File: src/rtl/mux_1b_16.sv
// 16-bit two-way word mux with a registered shadow copy (word, select, change strobe).
// Define MUX1B16_PARITY_EN to add the combinational even-parity output of Out.
module mux_1b_16 (
    input  logic        CLK,
    input  logic        Reset,
    input  logic [15:0] A,
    input  logic [15:0] B,
    input  logic        OP,
    output logic [15:0] Out,
    output logic [15:0] OutQ,
    output logic        SelQ,
    output logic        Changed
`ifdef MUX1B16_PARITY_EN
    ,
    output logic        Parity
`endif
);

    localparam int WIDTH = 16;

    logic [WIDTH-1:0] out_q;
    logic [WIDTH-1:0] out_d;
    logic             sel_q;
    logic             sel_d;
    logic             changed_q;
    logic             changed_d;

    // Ternary keeps bits where A and B agree when OP is unknown, others go X.
    assign Out = OP ? B : A;

    always_comb begin
        out_d     = Out;
        sel_d     = OP;
        changed_d = (Out != out_q);
    end

    always_ff @(posedge CLK or posedge Reset) begin
        if (Reset) begin
            out_q     <= '0;
            sel_q     <= 1'b0;
            changed_q <= 1'b0;
        end else begin
            out_q     <= out_d;
            sel_q     <= sel_d;
            changed_q <= changed_d;
        end
    end

    assign OutQ    = out_q;
    assign SelQ    = sel_q;
    assign Changed = changed_q;

`ifdef MUX1B16_PARITY_EN
    assign Parity = ^Out;
`endif

endmodule

File: config.mk
export PLATFORM = sky130hd
export DESIGN_NAME = mux_1b_16
export DESIGN_NICKNAME = d
export VERILOG_FILES = /design/src/rtl/mux_1b_16.sv
export SDC_FILE = /design/constraint.sdc
export NUM_CORES = 1
export LEC_CHECK = 0
export ABC_AREA = 1
export CORE_ASPECT_RATIO = 0.7
export CORE_MARGIN = 2
export CORE_UTILIZATION = 33
export DETAILED_ROUTE_END_ITERATION = 7
export HOLD_SLACK_MARGIN = 0.1
export PLACE_DENSITY = 0.84
export SYNTH_ARGS = -nofsm -noshare
export SYNTH_HDL_FRONTEND = slang
export SYNTH_SLANG_ARGS = --single-unit
File: constraint.sdc
create_clock -name CLK -period 0.9 [get_ports CLK]
set_input_delay 0.18 -clock CLK [delete_from_list [all_inputs] [get_ports CLK]]
set_output_delay 0.18 -clock CLK [all_outputs]
set_load 0.005 [all_outputs]
==> impl_results.md <==
- Max-slew headroom: between 90% and 100%
- DP HPWL: ~2.5 mm
- # DRC: 0
- Core Area: roughly 0.0031 mm²
- Most common cell after layout, fill and taps aside: nand2_1
- Final Non-Filler Cells: between 300 and 400
- MaxCap Viol Count: 0
- Die Wd: between 70 and 80 µm
- Pins Over Slew Limit: 0
- N_diodes: 0
- Fraction of layout cells with a size suffix above 1: around 54%
- Max frequency: between 800 and 900 MHz
- CP Capture Type: output port
- Hold Vio Cnt, Final: 0
- # nets final: approximately 310
- Post-place setup slack: -0.9733 ns
- PwrDens: around 1100 mW/mm²
- Clock transition at the registers of the reported paths: ~0.07 ns
- Clock root cell: clkbuf_8
- Vias in the first global route: about 1500
- WP data arrival: 0.94 ns
- Multi-input logic area: approximately 710 µm²
- GPL Wtd Cong: between 0.7 and 0.8
- CTS sink cnt: 18
- Post-synthesis cell area: between 0.001 and 0.0015 mm²
- Worst IR drop on VDD: about 0.86 mV
- Lkg Pwr: between 1 and 1.5 nW
- DRT iter0 DRCs: 27
- Mapped Avg Cell Area: 7.060 µm²
- Setup repair after global routing missed its margin: true
- WP data required: 0.72 ns
- Yosys cell types: 11
- FF+latch count, synth: 18
- Row Count: 17
- Initial Util: around 35%
- Wire per inst: approximately 14 µm
- Fillers: ~230
- Final worst path period need: between 1 and 1.5 ns
- TNS Setup: -2.647 ns
- Failing checks: setup timing
- I/O pins: between 60 and 70
- Status: complete, but fails checks
- Worst-Skew Late Latency: roughly 0.26 ns
- P&R area growth vs syn: 120.6%
- Worst Skew: approximately 0.00043 ns
- Total track usage: 24.07%
- IO buf count: 68
- Total CTS buffers: 3
- First-pass GRT wire length: approximately 6.8 mm
- Sequential area share after synthesis: roughly two fifths
- Crit Path Max Fanout: 2
- DR pass1 iterations: 4
- Largest net degree at the start of global routing: 19
- H-tree depth: 1
- Least-Margin Pin Slew: ~0.13 ns
- R2R Setup Slk: -0.20 ns
- # placed instances: about 270
- Grt total ovfl: 0
- Commonest cells after routing, fill and taps aside: nand2_1, dlygate4sd2_1, buf_4
- Total power: about 2.6 mW
- Initial antenna violation count: 0
- Worst Slack Setup Final: -0.2214 ns
- Post-Route WL: 4.477 mm
- Longest Clk Path Bufs: 2
- CTS tree: yes
- Die height: approximately 52 µm
- Hold Path Class: in -> reg
- CP Class: reg -> out
- Worst Setup Start Kind: register
- Routed Antenna Nets: 0
- Vias: between 1000 and 1500
- Post-Syn Instances: about 150
- Synth warnings: 0
- Syn_nets: 189
- Final period util: 124.6%
- Die ar.: roughly 0.0038 mm²
- Register area: 450.4 µm²
- DR vias/cell: 4.604
- Final setup fails: 35
[through the flow]
| step | hold slack [ns] | utilization (%) | cell area (µm²) |
|---|---|---|---|
| floorplan | 0.1186 | - | 1117 |
| global placement | 0.5068 | 61.37 | 1932 |
| detailed placement | 0.5171 | 61.37 | 1932 |
| CTS | 0.1752 | 71.90 | 2263 |
| global route | 0.1784 | 76.19 | 2399 |
| finish | 0.1818 | 76.19 | 2399 |
[critical path, cell delays in order (launching register included)]
cell,delay [ns]
dfrtp_1,0.41
buf_4,0.15
buf_2,0.12
[kinds of logic after synthesis]
logic type	Yosys count	share of synthesized area, %
buffers and inverters	23	11.16
DFF	18	41.43
and+or+nand+nor	113	47.41
[power by group]
group          switching [mW]  internal [mW]
logic                   0.495          0.585
clock network           0.303          0.299
registers              0.0393          0.866
total                   0.837           1.75
[path summary, 6_finish.rpt]
path / from / end / cells after the start
worst min register to register: OutQ[0]$_DFF_PP0_ / Changed$_DFF_PP0_ / 6
worst max register to register: OutQ[14]$_DFF_PP0_ / Changed$_DFF_PP0_ / 7
worst min-delay path: OP / SelQ$_DFF_PP0_ / 2
max in group asynchronous: Reset / OutQ[6]$_DFF_PP0_ / 3
worst max-delay path: OutQ[13]$_DFF_PP0_ / OutQ[13] / 2
min in group asynchronous: Reset / OutQ[12]$_DFF_PP0_ / 3
[layout make-up]
cell class	instances	area share, %
Inverter	20	3.808
Timing Repair Buffer	119	42.88
Clock buffer	3	1.721
Multi-Input combinational cell	113	29.53
Timing Repair inverter	2	1.304
Sequential cell	18	18.78
Tap cell	38	1.982
[cells in the mapped netlist (all sizes together)]
master | instances | area, µm²
nand2 | 86 | 392.9
inv | 20 | 82.58
dfrtp | 18 | 450.4
nand3 | 17 | 85.08
nor2 | 10 | 37.54
buf | 3 | 38.79
[timing repair]
item	4_1_cts	5_1_grt
cloned	3	0
pin swaps	59	20
endpoints found under the hold margin	0	0
setup endpoints to repair	51	35
hold buffers	0	0
setup buffers	30	5
resized for setup	233	19
[routing by layer]
layer  track usage [%]  vias to the layer above  share of wire [%]
met4             9.568                        0                1.5
met2             41.06                       46                 49
met5                 0                        -                  0
met3             7.752                        8                6.5
li1                  -                      709                  -
met1             28.18                      678                 43
[flip-flops by register name, indices dropped and copies added, names as in the netlist]
signal / count
SelQ: 1
OutQ: 16
Changed: 1
Note: power is estimated with default switching activity, not from simulation.
